## src/rtl/key_entry_sequencer.sv

```systemverilog
// -----------------------------------------------------------------------------
// key_entry_sequencer
//
// Front end of the alarm-clock keypad path. Keypad digits are debounced,
// then shifted one at a time into the 4-digit display buffer. Once a full
// entry has been keyed in, the sequencer waits for the alarm or time button
// and commits the entry with a single-cycle load strobe. An entry that sits
// idle for too long (counted in one_second ticks) is abandoned.
//
// Ports
//   clock          in   rising-edge clock
//   reset          in   synchronous, active-high reset
//   one_second     in   single-cycle 1 Hz tick
//   key[3:0]       in   0-9 digit, 4'hF no key, 4'hA-4'hE treated as no key
//   alarm_button   in   level, alarm-set button
//   time_button    in   level, time-set button
//   shift          out  1-cycle pulse: shift key_digit into the display buffer
//   key_digit[3:0] out  last accepted digit (valid while shift=1)
//   load_new_a     out  1-cycle pulse: commit buffer to the alarm register
//   load_new_c     out  1-cycle pulse: commit buffer to the current-time register
//   show_a         out  level: display alarm time
//   show_new_time  out  level: display the key buffer
//   digit_count    out  digits accepted in the current entry
// -----------------------------------------------------------------------------
module key_entry_sequencer #(
    parameter int KEY_HOLD_CYCLES = 2,
    parameter int NUM_DIGITS      = 4,
    parameter int TIMEOUT_SECONDS = 10
) (
    input  logic       clock,
    input  logic       reset,
    input  logic       one_second,
    input  logic [3:0] key,
    input  logic       alarm_button,
    input  logic       time_button,
    output logic       shift,
    output logic [3:0] key_digit,
    output logic       load_new_a,
    output logic       load_new_c,
    output logic       show_a,
    output logic       show_new_time,
    output logic [2:0] digit_count
);

    localparam int HOLD_W = $clog2(KEY_HOLD_CYCLES + 1);
    localparam int TO_W   = $clog2(TIMEOUT_SECONDS + 1);

    localparam logic [HOLD_W-1:0] HOLD_TARGET   = HOLD_W'(KEY_HOLD_CYCLES);
    localparam logic [HOLD_W-1:0] HOLD_ONE      = HOLD_W'(1);
    localparam logic [TO_W-1:0]   TO_TARGET     = TO_W'(TIMEOUT_SECONDS);
    localparam logic [TO_W-1:0]   TO_ONE        = TO_W'(1);
    localparam logic [2:0]        DIGITS_TARGET = 3'(NUM_DIGITS);
    // With a single-sample hold the DEBOUNCE state is skipped entirely.
    localparam bit                DIRECT_ACCEPT = (KEY_HOLD_CYCLES == 32'sd1);

    typedef enum logic [2:0] {
        ST_IDLE     = 3'd0,
        ST_DEBOUNCE = 3'd1,
        ST_RELEASE  = 3'd2,
        ST_ENTRY    = 3'd3,
        ST_READY    = 3'd4
    } state_t;

    state_t            state_r,     state_s;
    logic [3:0]        captured_r,  captured_s;
    logic [HOLD_W-1:0] hold_r,      hold_s;
    logic [TO_W-1:0]   timeout_r,   timeout_s;
    logic [2:0]        count_r,     count_s;
    logic [3:0]        key_digit_r, key_digit_s;
    logic              shift_r,     shift_s;
    logic              load_a_r,    load_a_s;
    logic              load_c_r,    load_c_s;
    logic              show_a_r,    show_a_s;
    logic              show_new_r,  show_new_s;

    logic              is_digit_s;
    logic              accept_s;
    logic [3:0]        accept_digit_s;

    assign is_digit_s = (key <= 4'd9);

    // State and registered-output update; reset wins over everything.
    always_ff @(posedge clock) begin
        if (reset) begin
            state_r     <= ST_IDLE;
            captured_r  <= 4'd0;
            hold_r      <= '0;
            timeout_r   <= '0;
            count_r     <= 3'd0;
            key_digit_r <= 4'd0;
            shift_r     <= 1'b0;
            load_a_r    <= 1'b0;
            load_c_r    <= 1'b0;
            show_a_r    <= 1'b0;
            show_new_r  <= 1'b0;
        end else begin
            state_r     <= state_s;
            captured_r  <= captured_s;
            hold_r      <= hold_s;
            timeout_r   <= timeout_s;
            count_r     <= count_s;
            key_digit_r <= key_digit_s;
            shift_r     <= shift_s;
            load_a_r    <= load_a_s;
            load_c_r    <= load_c_s;
            show_a_r    <= show_a_s;
            show_new_r  <= show_new_s;
        end
    end

    // Next-state and next-output decode.
    always_comb begin
        state_s        = state_r;
        captured_s     = captured_r;
        hold_s         = hold_r;
        timeout_s      = timeout_r;
        count_s        = count_r;
        key_digit_s    = key_digit_r;
        shift_s        = 1'b0;
        load_a_s       = 1'b0;
        load_c_s       = 1'b0;
        accept_s       = 1'b0;
        accept_digit_s = captured_r;

        case (state_r)
            ST_IDLE: begin
                if (is_digit_s && DIRECT_ACCEPT) begin
                    accept_s       = 1'b1;
                    accept_digit_s = key;
                end else if (is_digit_s) begin
                    captured_s = key;
                    hold_s     = HOLD_ONE;
                    state_s    = ST_DEBOUNCE;
                end else begin
                    state_s = ST_IDLE;
                end
            end

            ST_DEBOUNCE: begin
                if (key == captured_r) begin
                    hold_s = hold_r + HOLD_ONE;
                    if (hold_s >= HOLD_TARGET) begin
                        accept_s = 1'b1;
                    end else begin
                        state_s = ST_DEBOUNCE;
                    end
                end else if (count_r == 3'd0) begin
                    state_s = ST_IDLE;
                end else begin
                    state_s = ST_ENTRY;
                end
            end

            ST_RELEASE: begin
                // The user is still holding the key, so the timeout is frozen.
                if (is_digit_s) begin
                    state_s = ST_RELEASE;
                end else if (count_r == DIGITS_TARGET) begin
                    state_s = ST_READY;
                end else begin
                    state_s = ST_ENTRY;
                end
            end

            ST_ENTRY: begin
                if (is_digit_s && DIRECT_ACCEPT) begin
                    accept_s       = 1'b1;
                    accept_digit_s = key;
                end else if (is_digit_s) begin
                    captured_s = key;
                    hold_s     = HOLD_ONE;
                    state_s    = ST_DEBOUNCE;
                end else if (one_second) begin
                    timeout_s = (timeout_r != TO_TARGET) ? (timeout_r + TO_ONE) : timeout_r;
                    if (timeout_s == TO_TARGET) begin
                        state_s = ST_IDLE;
                    end else begin
                        state_s = ST_ENTRY;
                    end
                end else begin
                    state_s = ST_ENTRY;
                end
            end

            ST_READY: begin
                // Buttons take priority over a coincident timeout tick.
                if (alarm_button) begin
                    load_a_s = 1'b1;
                    state_s  = ST_IDLE;
                end else if (time_button) begin
                    load_c_s = 1'b1;
                    state_s  = ST_IDLE;
                end else if (one_second) begin
                    timeout_s = (timeout_r != TO_TARGET) ? (timeout_r + TO_ONE) : timeout_r;
                    if (timeout_s == TO_TARGET) begin
                        state_s = ST_IDLE;
                    end else begin
                        state_s = ST_READY;
                    end
                end else begin
                    state_s = ST_READY;
                end
            end

            default: begin
                state_s = ST_IDLE;
            end
        endcase

        if (accept_s) begin
            shift_s     = 1'b1;
            key_digit_s = accept_digit_s;
            count_s     = (count_r < DIGITS_TARGET) ? (count_r + 3'd1) : count_r;
            timeout_s   = '0;
            hold_s      = '0;
            state_s     = ST_RELEASE;
        end else begin
            shift_s = 1'b0;
        end

        // Landing in IDLE always starts a fresh entry.
        if (state_s == ST_IDLE) begin
            count_s   = 3'd0;
            timeout_s = '0;
            hold_s    = '0;
        end else begin
            count_s = count_s;
        end

        show_a_s   = (state_s == ST_IDLE) ? alarm_button : 1'b0;
        show_new_s = (state_s != ST_IDLE) && (count_s != 3'd0);
    end

    assign shift         = shift_r;
    assign key_digit     = key_digit_r;
    assign load_new_a    = load_a_r;
    assign load_new_c    = load_c_r;
    assign show_a        = show_a_r;
    assign show_new_time = show_new_r;
    assign digit_count   = count_r;

endmodule
```

## config.mk

```make
export PLATFORM = sky130hd
export DESIGN_NAME = key_entry_sequencer
export DESIGN_NICKNAME = d
export VERILOG_FILES = /design/src/rtl/key_entry_sequencer.sv
export SDC_FILE = /design/constraint.sdc
export NUM_CORES = 1
export LEC_CHECK = 0
export ABC_AREA = 1
export CELL_PAD_IN_SITES_DETAIL_PLACEMENT = 1
export CELL_PAD_IN_SITES_GLOBAL_PLACEMENT = 1
export CORE_UTILIZATION = 40
export DETAILED_ROUTE_END_ITERATION = 10
export DONT_BUFFER_PORTS = 1
export GPL_ROUTABILITY_DRIVEN = 0
export GPL_TIMING_DRIVEN = 0
export PLACE_DENSITY = 0.8
export SLEW_MARGIN = 20
export SYNTH_ARGS = -nofsm -noshare
export SYNTH_HDL_FRONTEND = slang
export SYNTH_SLANG_ARGS = --single-unit
```

## constraint.sdc

```tcl
create_clock -name clock -period 2.1 [get_ports clock]
set_input_delay 0.315 -clock clock [delete_from_list [all_inputs] [get_ports clock]]
set_output_delay 0.315 -clock clock [all_outputs]
set_load 0.005 [all_outputs]
```

== Word-level counts from Yosys, hierarchy flattened ==
Cells that the tools add are included.

* Register bits after elaboration: 25
* Latch bits: 0
* RAM bits: 0
* ROM bits: 0
* Input bits: 9
* Output and inout port bits: 12
* Word-level logic and storage cells: 81
* Memories kept: 0

* $add $sub $neg: 3
* Multipliers: 0
* Divide/modulo/power cells: 0
* Magnitude comparators: 3
* Equality and inequality tests: 13
* Shifts and indexed selects: 0
* Multiplexer cells: 33
* Bitwise gates (word level): 2
* Reductions and logical operators: 16

{| class="wikitable"
|+ Operators by type and width
! operator !! count
|-
| $mux 3 || 14
|-
| $mux 4 || 5
|-
| $pmux 3 s5 || 1
|-
| $logic_not 3->1 || 3
|-
| $mux 2 || 4
|-
| $ne 2x2->1 const B || 4
|-
| $pmux 4 s2 || 1
|-
| $mux 1 || 7
|-
| $eq 3x2->1 const B || 2
|-
| $eq 3x3->1 const B || 2
|-
| $reduce_bool 3->1 || 2
|-
| $reduce_or 2->1 || 3
|-
| $reduce_or 3->1 || 2
|-
| $add 4x1->4 const B || 1
|-
| $eq 4x4->1 || 1
|-
| $eq 4x4->1 const B || 1
|-
| $le 4x4->1 const B || 1
|-
| $ne 4x4->1 const B || 1
|-
| $pmux 2 s2 || 1
|-
| $reduce_and 4->1 || 1
|-
| $reduce_bool 2->1 || 2
|-
| $add 3x1->3 const B || 1
|-
| $eq 3x1->1 const B || 1
|-
| $lt 3x3->1 const B || 1
|-
| other kinds (7) || 8
|}

== Depth between registers and ports, before layout ==
Gate-level depths: netlist of the first run.

* Word-level depth: 13
* Depth in mapped cells: 13
* Depth with buffers taken out: 13

== Worst setup path after synthesis of the first run ==
Ideal clock, no wire load.

* Kind: register -> register
* Start: register timeout_r[0]
* End: register timeout_r[1]
* Setup time: 0.115 ns
* Arrival time: 1.486 ns
* Data required time: 1.985 ns
* Setup slack: 0.499 ns
* Cell stages (with the launch flop): 13
* Path buffers: 0
* Cell sequence: dfxtp_1 > inv_1 > ha_1 > inv_1 > nand2_1 > nor2_1 > nand3_1 > nand2_1 > nand4_1 > nor2_1 > nand2_2 > nand2_4 > nor2_1

* Word-level cells in the longest chain between the ends: 11

{| class="wikitable"
|+ Ends and longest elaborated chain
! element !! RTL line !! text
|-
| from (decl) || 67 || <nowiki>logic [TO_W-1:0] timeout_r, timeout_s;</nowiki>
|-
| from (signal assigned) || 100 || <nowiki>timeout_r <= timeout_s;</nowiki>
|-
| $add 4x1->4 or $ne 4x4->1 (tied branches) || 174, 194 ||
|-
| $mux 4 * || 174, 194 ||
|-
| $eq 4x4->1 || 175, 195 ||
|-
| $mux 3 || 195 || <nowiki>if (timeout_s == TO_TARGET) begin</nowiki>
|-
| $mux 3 || 193 || <nowiki>end else if (one_second) begin</nowiki>
|-
| $mux 3 || 190 || <nowiki>end else if (time_button) begin</nowiki>
|-
| $mux 3 || 187 || <nowiki>if (alarm_button) begin</nowiki>
|-
| $pmux 3 s5 || 125 || <nowiki>case (state_r)</nowiki>
|-
| $mux 3 || 210 || <nowiki>if (accept_s) begin</nowiki>
|-
| $logic_not 3->1 || 222 || <nowiki>if (state_s == ST_IDLE) begin</nowiki>
|-
| $reduce_or 3->1 (no line) || n/a ||
|}

Mark *: on every way between the ends. The rest lies on a longest branch, timed or not. The select of a mux whose other input is x is not followed.
A chain may end at the register's enable or synchronous reset.

== Worst setup path after layout of the first run ==
* Start: register timeout_r[0]
* End: register hold_r[1]

* Word-level cells in the longest chain between the ends: 11

{| class="wikitable"
|+ Ends and longest elaborated chain
! element !! RTL line !! text
|-
| $add 4x1->4 or $ne 4x4->1 (tied branches) || 174, 194 ||
|-
| $mux 4 * || 174, 194 ||
|-
| $eq 4x4->1 * || 175, 195 ||
|-
| $mux 3 || 195 ||
|-
| $mux 3 || 193 ||
|-
| $mux 3 || 190 ||
|-
| $mux 3 || 187 ||
|-
| $pmux 3 s5 * || 125 ||
|-
| $mux 3 * || 210 ||
|-
| $logic_not 3->1 * || 222 ||
|-
| $reduce_or 3->1 (no line) * || n/a ||
|-
| to (signal assigned) || 99 || <nowiki>hold_r <= hold_s;</nowiki>
|-
| to (decl) || 66 || <nowiki>logic [HOLD_W-1:0] hold_r, hold_s;</nowiki>
|}

Mark *: on every way between the ends. The rest lies on a longest branch, timed or not.

==> results of run 1 <==
per-layer routing:
| layer | vias to the layer above | GRT usage [%] |
|---|---|---|
| met5 | - | 0 |
| met4 | 0 | 6.12 |
| met3 | 7 | 2.20 |
| met2 | 14 | 37.3 |
| met1 | 536 | 20.9 |
| li1 | 596 | - |
power by group through the flow:
stage / Sequential, uW / Combinational [uW] / Clock, uW
5_1_grt: 499 / 121 / 241
4_1_cts: 498 / 107 / 228
6_report: 496 / 105 / 214
3_5_place_dp: 509 / 105 / 0
3_3_place_gp: 507 / 99.4 / 0
2_1_floorplan: 506 / 83.0 / 0
worst reg2reg max path, cell delays in order (launching register included):
cell	delay [ns]
dfxtp_4	0.40
inv_1	0.06
ha_1	0.31
inv_1	0.06
nand2_1	0.04
nor2_1	0.10
nand3_1	0.13
nand2_1	0.10
nand4_1	0.14
nor2_2	0.17
nand2_2	0.14
nand2_4	0.12
nor2_1	0.05
cells in the final DEF (no fill, tap or decap), types with 2 or more instances in the layout:
cell,count
a21oi_1,9
a21oi_4,2
nand4_1,4
nand3_1,7
ha_1,4
inv_1,26
clkbuf_4,3
nor3_1,4
nand2_2,2
nor2_2,4
nor2_1,19
dfxtp_1,24
o21ai_0,17
nand2_1,48
inv_2,6
worst max path at each step:
| stage | start | to | cells past startpoint |
|---|---|---|---|
| after floorplan | timeout_r[0]$_SDFFE_PP0P_ | timeout_r[1]$_SDFFE_PP0P_ | 12 |
| after global placement | timeout_r[0]$_SDFFE_PP0P_ | timeout_r[1]$_SDFFE_PP0P_ | 12 |
| after global routing | timeout_r[0]$_SDFFE_PP0P_ | digit_count[2]$_SDFF_PP0_ | 12 |
| after CTS | timeout_r[0]$_SDFFE_PP0P_ | hold_r[1]$_SDFFE_PP0P_ | 12 |
| after detailed placement | timeout_r[0]$_SDFFE_PP0P_ | hold_r[1]$_SDFFE_PP0P_ | 12 |
| final | timeout_r[0]$_SDFFE_PP0P_ | hold_r[1]$_SDFFE_PP0P_ | 12 |
kinds of logic after synthesis:
logic type | after synthesis | synth area share, %
AO/OA/AOI/OAI | 31 | 14.4
AND/OR/NAND/NOR | 91 | 31.4
adder cells (fa/ha/maj) | 4 | 3.92
buffers and inverters | 33 | 9.71
flip-flops | 25 | 39.2
XOR/XNOR | 2 | 1.37
final cells by class:
type	instances	area share [%]
well taps	44	4.03
clock buffers	3	1.65
clock inverters	1	0.367
multi-input cells	128	47.9
flip-flops and latches	25	36.9
inverters	33	9.07
cell usage after synthesis, types with 2 or more instances:
library cell	instances
a21oi_1	9
a21oi_4	2
dfxtp_1	25
ha_1	4
inv_1	26
inv_2	6
nand2_1	48
nand2_2	2
nand3_1	7
nand4_1	4
nor2_1	20
nor2_2	3
nor3_1	4
o21ai_0	17
registers in the layout, indices dropped and copies added, names as in the netlist:
signal          cells
accept_digit_s      4
key_digit           4
timeout_r           4
digit_count         3
state_r             3
hold_r              2
load_new_a          1
load_new_c          1
shift               1
show_a              1
show_new_time       1
metrics by stage:
stage                     area (sq um)  util [%]  hold WS [ns]  worst slack [ns]
final                             1370      45.1        0.0465             0.189
after global routing              1370      45.1        0.0349            0.0106
after CTS                         1360      44.9        0.0339            0.0950
after detailed placement          1330      44.0         0.390             0.118
after global placement            1330      44.0         0.388             0.272
after floorplan                   1280         -         0.384             0.499
==> impl_metrics.ini, run 1 <==
[power]
p_total_uw = 816
power_switching_uw = 227
cellInternalPower_uw = 589
leakagePower_uw = 0.000591
cellPowerDensity_nw_per_um2 = 598
seq_power_share_pct = 60.8
peakVddDrop_v = 0.000236
combPwrFrac_pct = 12.9
p_clk_share_pct = 26.3
switching_share_pct = 27.8

[synthesis]
synth_top_area_share_pct = 39.2
ys_seq_elements = 25
ys_types = 23
syn_area_per_cell_sq_um = 6.86
synthCells = 186
synth_ff_type = dfxtp_1
synth-seq-area-share_pct = 39.2
yosys_warnings = 0
syn_nets = 199
syn-cell-area_sq_um = 1280
synth_edf_count = 0
synth_area_leader_cell = dfxtp_1
synthArstFlopShare_pct = 0
synthTopCellsByArea = dfxtp_1, nand2_1, inv_1

[floorplan]
fp.coreArea_sq_um = 3030
start_util_pct = 42.1
dieArea_sq_um = 3420
ios = 21
core.rowCount = 20
die_h_um = 58.5
die_x_um = 58.5

[final_layout]
stdcell_count = 234
fillers = 419
diodes = 0
syn_to_final_growth_pct = 6.96
drive_above_1_share_pct = 12.1
seqCellArea_sq_um = 504
fin_nets = 204
multi_input_area_sq_um = 654

[global_routing]
antenna_found_initial = 0
grt_pass1_vias = 1180
overflow = 0
grt_max_degree = 15
grtUsageTotal_pct = 18.9
grt_pass1_wl_mm = 4.98

[sta]
min_period_ns = 1.91
post-route-period-util_pct = 91.0
max_freq_mhz = 523
relSlewSlack_pct = 75.3
setup_viol_count_final = 0
rsz0062_at_grt = false
hold_viol = 0
drv_slew = 0
finalSetupTns_ns = 0
finClkSkew_ns = 0.00737
worst_pin_slew_ns = 0.367

[status]
status = finished clean

[setup_path]
path_max_fanout = 6
reg2reg_to = hold_r[1]$_SDFFE_PP0P_
path_class = flop to flop
arrival_ns = 2.14
endpoint_kind = flop
cpMaxStageDelayCell = dfxtp_4
worstPathRequired_ns = 2.33
cp.buffers_inverters = 2
reg2reg_slack_ns = 0.19
r2r_start = timeout_r[0]$_SDFFE_PP0P_
startpoint_type = flop
worstRegToRegCells = 12
critical_path.top_delay_family = simple AND/OR/NAND/NOR gates
path_cells = inv_1 > ha_1 > inv_1 > nand2_1 > nor2_1 > nand3_1 > nand2_1 > nand4_1 > nor2_2 > nand2_2 > nand2_4 > nor2_1
max_stage_delay_ns = 0.40

[place]
dp.cells = 230
hpwl_mm = 2.41
portBuffers = 0

[clocking]
htree_levels = 1
cts_sinks = 25
cts_tree = yes
ctsResizeCount = 0
clkLatencyLatePin_ns = 0.32
postCtsHoldBufs = 0
clkTransAtPathRegs_ns = 0.14
cts_root_buffer = clkbuf_4
cts_setup_buffers = 0
numCtsBuffers = 3
ctsLongestPathBuffers = 2

[drt]
drtAntennaViolNets = 0
dr_wl_met3_um = 79
top_layer_used = met4
drcViolationCount = 0
vias_per_cell = 4.93
first_iter_violations = 31
drt_wl_total_mm = 2.95
routedWlPerCell_um = 12.6
via_count = 1153
wl_met1_mm = 1.22
first_pass_iters = 4
wl_met2_mm = 1.60

[hold_path]
hp-class = input port to flop
holdPathEnd = digit_count[0]$_SDFF_PP0_
min_path_cells = 1
hold_start = reset

[run]
maxCapViolations = 0
Note: power is estimated with default switching activity, not from simulation.
==> run 2: changes to the inputs <==
PLACE_DENSITY = 0.69   (was 0.8)
==> run 2 against run 1 <==
Effect of this change: non-clock buffer count unchanged; global-route usage up 0.68 points; register-to-register slack better by 0.10 ns; core utilization shrank 0.21 points.
==> impl_metrics.ini, run 2 (synthesis gave the netlist of run 1 again) <==
[power]
cellPowerDensity_nw_per_um2 = 601
switching_share_pct = 27.4
p_clk_share_pct = 26.2
combPwrFrac_pct = 12.9
leakagePower_uw = 0.000587
peakVddDrop_v = 0.000364
power_switching_uw = 223
p_total_uw = 817
seq_power_share_pct = 60.9
cellInternalPower_uw = 594

[setup_path]
path_max_fanout = 6
arrival_ns = 2.04
path_cells = inv_1 > ha_1 > inv_1 > nand2_1 > nor2_1 > nand3_1 > o21bai_1 > nand2_1 > nand2_1 > nand2_2 > nand2_4 > nor2_1
cpMaxStageDelayCell = dfxtp_2
max_stage_delay_ns = 0.40
startpoint_type = flop
path_class = flop to flop
endpoint_kind = flop
cpMostUsedCell = nand2_1
cp.buffers_inverters = 2
critical_path.top_delay_family = simple AND/OR/NAND/NOR gates
worstPathRequired_ns = 2.33

[final_layout]
design_area_sq_um = 1360
syn_to_final_growth_pct = 6.47
fin_nets = 204
layout_common_cells = nand2_1, inv_1, dfxtp_1
final_common_cell = nand2_1
drive_above_1_share_pct = 11.1
diodes = 0

[sta]
rsz0062_at_grt = false
relSlewSlack_pct = 76.4
post-route-period-util_pct = 86.3
finalSetupTns_ns = 0
drv_slew = 0
hold_viol = 0
finClkSkew_ns = 0.0115
setup_viol_count_final = 0
whs_ns = 0.0371
min_period_ns = 1.81
worst_pin_slew_ns = 0.352
max_freq_mhz = 552

[floorplan]
dieArea_sq_um = 3420
ios = 21
fp.coreArea_sq_um = 3030
die_x_um = 58.5
die_h_um = 58.5
start_util_pct = 42.1
core.rowCount = 20

[drt]
first_pass_iters = 4
drcViolationCount = 0
via_count = 1137
vias_per_cell = 4.86
routedWlPerCell_um = 12.2
drt_wl_total_mm = 2.85
first_iter_violations = 49
drtAntennaViolNets = 0

[hold_path]
hp-class = input port to flop

[clocking]
cts_tree = yes
postCtsHoldBufs = 0
clkLatencyLatePin_ns = 0.32
cts_root_buffer = clkbuf_4
ctsLongestPathBuffers = 2
numCtsBuffers = 3
cts_sinks = 25
htree_levels = 1
clkTransAtPathRegs_ns = 0.13

[place]
hpwl_mm = 2.29
placedInstanceArea_sq_um = 1330
portBuffers = 0

[global_routing]
grt_pass1_vias = 1189
grtUsageTotal_pct = 19.6
antenna_found_initial = 0
grt_max_degree = 14
grt_pass1_wl_mm = 5.13
overflow = 0

[status]
status = finished clean

[run]
maxCapViolations = 0
[run 2: area by class of cell]
class                           count  area (sq um)
Inverter                           33           124
Sequential cell                    25           502
Tap cell                           44          55.1
Fill cell                         413          1670
Multi-Input combinational cell    128           652
Clock buffer                        4          26.3
[run 2: path summary, 6_finish.rpt]
kind / start / to / slack (ns) / cells after the start
setup / recovery: timeout_r[0]$_SDFFE_PP0P_ / hold_r[0]$_SDFFE_PP0P_ / 0.29 / 12
hold / removal: reset / shift$_SDFF_PP0_ / 0.04 / 1
hold reg to reg: key_digit[0]$_SDFFE_PP0P_ / key_digit[0]$_SDFFE_PP0P_ / 0.50 / 2
setup reg to reg: timeout_r[0]$_SDFFE_PP0P_ / hold_r[0]$_SDFFE_PP0P_ / 0.29 / 12
[run 2: what timing repair did]
| action | 4_1_cts | 5_1_grt |
|---|---|---|
| gates resized for setup | 0 | 1 |
| setup buffers | 0 | 0 |
| endpoints found under the setup margin | 0 | 1 |
| endpoints found under the hold margin | 0 | 0 |
[run 2: worst reg2reg max path, stage by stage, from the launching register on]
cell and delay, ns:
dfxtp_2 0.40, inv_1 0.07, ha_1 0.31, inv_1 0.06, nand2_1 0.04, nor2_1 0.09
nand3_1 0.12, o21bai_1 0.16, nand2_1 0.08, nand2_1 0.09, nand2_2 0.13, nand2_4 0.12
nor2_1 0.05
[run 2: through the flow]
step,std cells,setup WS [ns],utilization (%)
after floorplan,186,0.499,-
after global placement,230,0.269,44.0
after detailed placement,230,0.220,44.0
after CTS,234,0.180,44.8
after global routing,234,0.0792,44.9
final,234,0.288,44.9
[run 2: metal layers]
layer	track usage [%]	vias up	part of all wire, %
li1	-	594	-
met1	23.5	523	46
met2	35.1	15	49
met3	3.30	5	3.3
met4	7.14	0	1.6
met5	0	-	0
[run 2: power by group through the flow]
stage / combinational (uW) / sequential [uW] / clock (uW)
after detailed placement: 105 / 508 / 0
after CTS: 107 / 498 / 221
after global routing: 120 / 500 / 244
final: 106 / 497 / 214
after floorplan: 83.0 / 506 / 0
after global placement: 99.9 / 507 / 0
==> run 3: changes to the inputs <==
CORE_MARGIN = 2   (was unset)
==> run 3 against run 2 <==
Effect of this change: worst hold slack better by 0.0024 ns; final area unchanged; maximum frequency up 0.57%; clock power up 4%; largest power group unchanged; power up 0.70%; non-clock buffer count unchanged; count of clock-buffer cells in the layout unchanged.
==> impl_metrics.ini, run 3 (synthesis gave the netlist of run 1 again) <==
[setup_path]
worstRegToRegCells = 12
max_stage_delay_ns = 0.41
path_class = flop to flop
worstPathRequired_ns = 2.34
r2r_start = timeout_r[0]$_SDFFE_PP0P_
path_cells = inv_1 > ha_1 > inv_1 > nand2_1 > nor2_1 > nand3_1 > nand2_1 > nand4_1 > nor2_1 > nand2_2 > nand2_4 > nor2_1
reg2reg_to = hold_r[0]$_SDFFE_PP0P_
reg2reg_slack_ns = 0.30
cpMostUsedCell = nor2_1
startpoint_type = flop
endpoint_kind = flop
arrival_ns = 2.04
path_max_fanout = 6
cpMaxStageDelayCell = dfxtp_2

[sta]
min_period_ns = 1.80
rsz0062_at_grt = false
whs_ns = 0.0396
max_freq_mhz = 555
setup_slack_ns = 0.299
hold_viol = 0
post-route-period-util_pct = 85.8
finalSetupTns_ns = 0
relSlewSlack_pct = 76.1
finClkSkew_ns = 0.00367
setup_viol_count_final = 0
drv_slew = 0
worst_pin_slew_ns = 0.355

[clocking]
cts_tree = yes
htree_levels = 1
clkLatencyLatePin_ns = 0.32
postCtsHoldBufs = 0
numCtsBuffers = 3
ctsLongestPathBuffers = 2
cts_sinks = 25
clkTransAtPathRegs_ns = 0.14
cts_setup_buffers = 0
ctsResizeCount = 0
cts_root_buffer = clkbuf_4

[power]
peakVddDrop_v = 0.000272
cellPowerDensity_nw_per_um2 = 605
seq_power_share_pct = 60.5
leakagePower_uw = 0.000587
power_switching_uw = 229
switching_share_pct = 27.8
p_clk_share_pct = 26.9
combPwrFrac_pct = 12.6
cellInternalPower_uw = 594

[place]
dp.cells = 230
portBuffers = 0
place_ws_ns = 0.212
hpwl_mm = 2.40

[floorplan]
start_util_pct = 41.8
die_x_um = 60.5
fp.coreArea_sq_um = 3050
dieArea_sq_um = 3660
core.rowCount = 20
die_h_um = 60.5
ios = 21

[drt]
routedWlPerCell_um = 12.6
drt_wl_total_mm = 2.95
drcViolationCount = 0
via_count = 1139
vias_per_cell = 4.87
first_iter_violations = 37
first_pass_iters = 4
drtAntennaViolNets = 0

[status]
status = finished clean

[global_routing]
grt.busiest_layer = met2
antenna_found_initial = 0
overflow = 0
use_met1_pct = 21.3
grt_max_degree = 14
use_met2_pct = 34.3
grt_pass1_vias = 1172
grt.met3_usage_pct = 2.77
grtUsageTotal_pct = 18.4
grt_pass1_wl_mm = 5.10

[final_layout]
fin_nets = 204
syn_to_final_growth_pct = 6.47
layout_common_cells = nand2_1, inv_1, dfxtp_1
post-route-util_pct = 44.5
drive_above_1_share_pct = 11.1
diodes = 0
final_common_cell = nand2_1
stdcell_count = 234

[run]
maxCapViolations = 0

[hold_path]
holdPathEnd = shift$_SDFF_PP0_
min_path_cells = 1
hp-class = input port to flop
hold_start = reset
## run 3: cell counts in the layout (fill, tap and decap cells not counted)
Identical to the previous run, type by type.
## run 3: cell type report
| cell class | instances | area [sq um] |
|---|---|---|
| fillers | 405 | 1690 |
| flip-flops and latches | 25 | 502 |
| inverters | 33 | 124 |
| multi-input cells | 128 | 652 |
| well taps | 44 | 55.1 |
| clock buffers | 4 | 26.3 |
## run 3: how the worst max path moves through the flow
| stage | startpoint | endpoint | slack (ns) |
|---|---|---|---|
| 6_report | timeout_r[0]$_SDFFE_PP0P_ | hold_r[0]$_SDFFE_PP0P_ | 0.30 |
| 5_1_grt | timeout_r[0]$_SDFFE_PP0P_ | timeout_r[1]$_SDFFE_PP0P_ | 0.07 |
| 4_1_cts | timeout_r[0]$_SDFFE_PP0P_ | timeout_r[1]$_SDFFE_PP0P_ | 0.20 |
| 3_5_place_dp | timeout_r[0]$_SDFFE_PP0P_ | hold_r[0]$_SDFFE_PP0P_ | 0.21 |
| 3_3_place_gp | timeout_r[0]$_SDFFE_PP0P_ | timeout_r[1]$_SDFFE_PP0P_ | 0.29 |
| 2_1_floorplan | timeout_r[0]$_SDFFE_PP0P_ | timeout_r[1]$_SDFFE_PP0P_ | 0.50 |
## run 3: worst max-delay path, delay by kind of cell (launching register included)
family / cells / cell delay, ns
and+or+nand+nor: 9 / 0.89
buffers and inverters: 2 / 0.13
adders and majority gates: 1 / 0.31
DFF: 1 / 0.41
## run 3: power by group through the flow
| stage | registers, uW | clock network (uW) | logic [uW] |
|---|---|---|---|
| 3_5_place_dp | 508 | 0 | 105 |
| 6_report | 498 | 222 | 103 |
| 2_1_floorplan | 506 | 0 | 83.0 |
| 4_1_cts | 498 | 231 | 106 |
| 5_1_grt | 500 | 248 | 121 |
| 3_3_place_gp | 507 | 0 | 101 |
## run 3: routing by layer
metal  wire [um]  vias to the layer above
li1            -                      595
met1        1310                      520
met2        1500                       19
met3         102                        5
met4          44                        0
met5           0                        -
## run 3: through the flow
stage	total power, uW	cell area [sq um]
finish	823	1360
global placement	607	1330
floorplan	588	1280
CTS	835	1360
global route	869	1360
detailed placement	613	1330
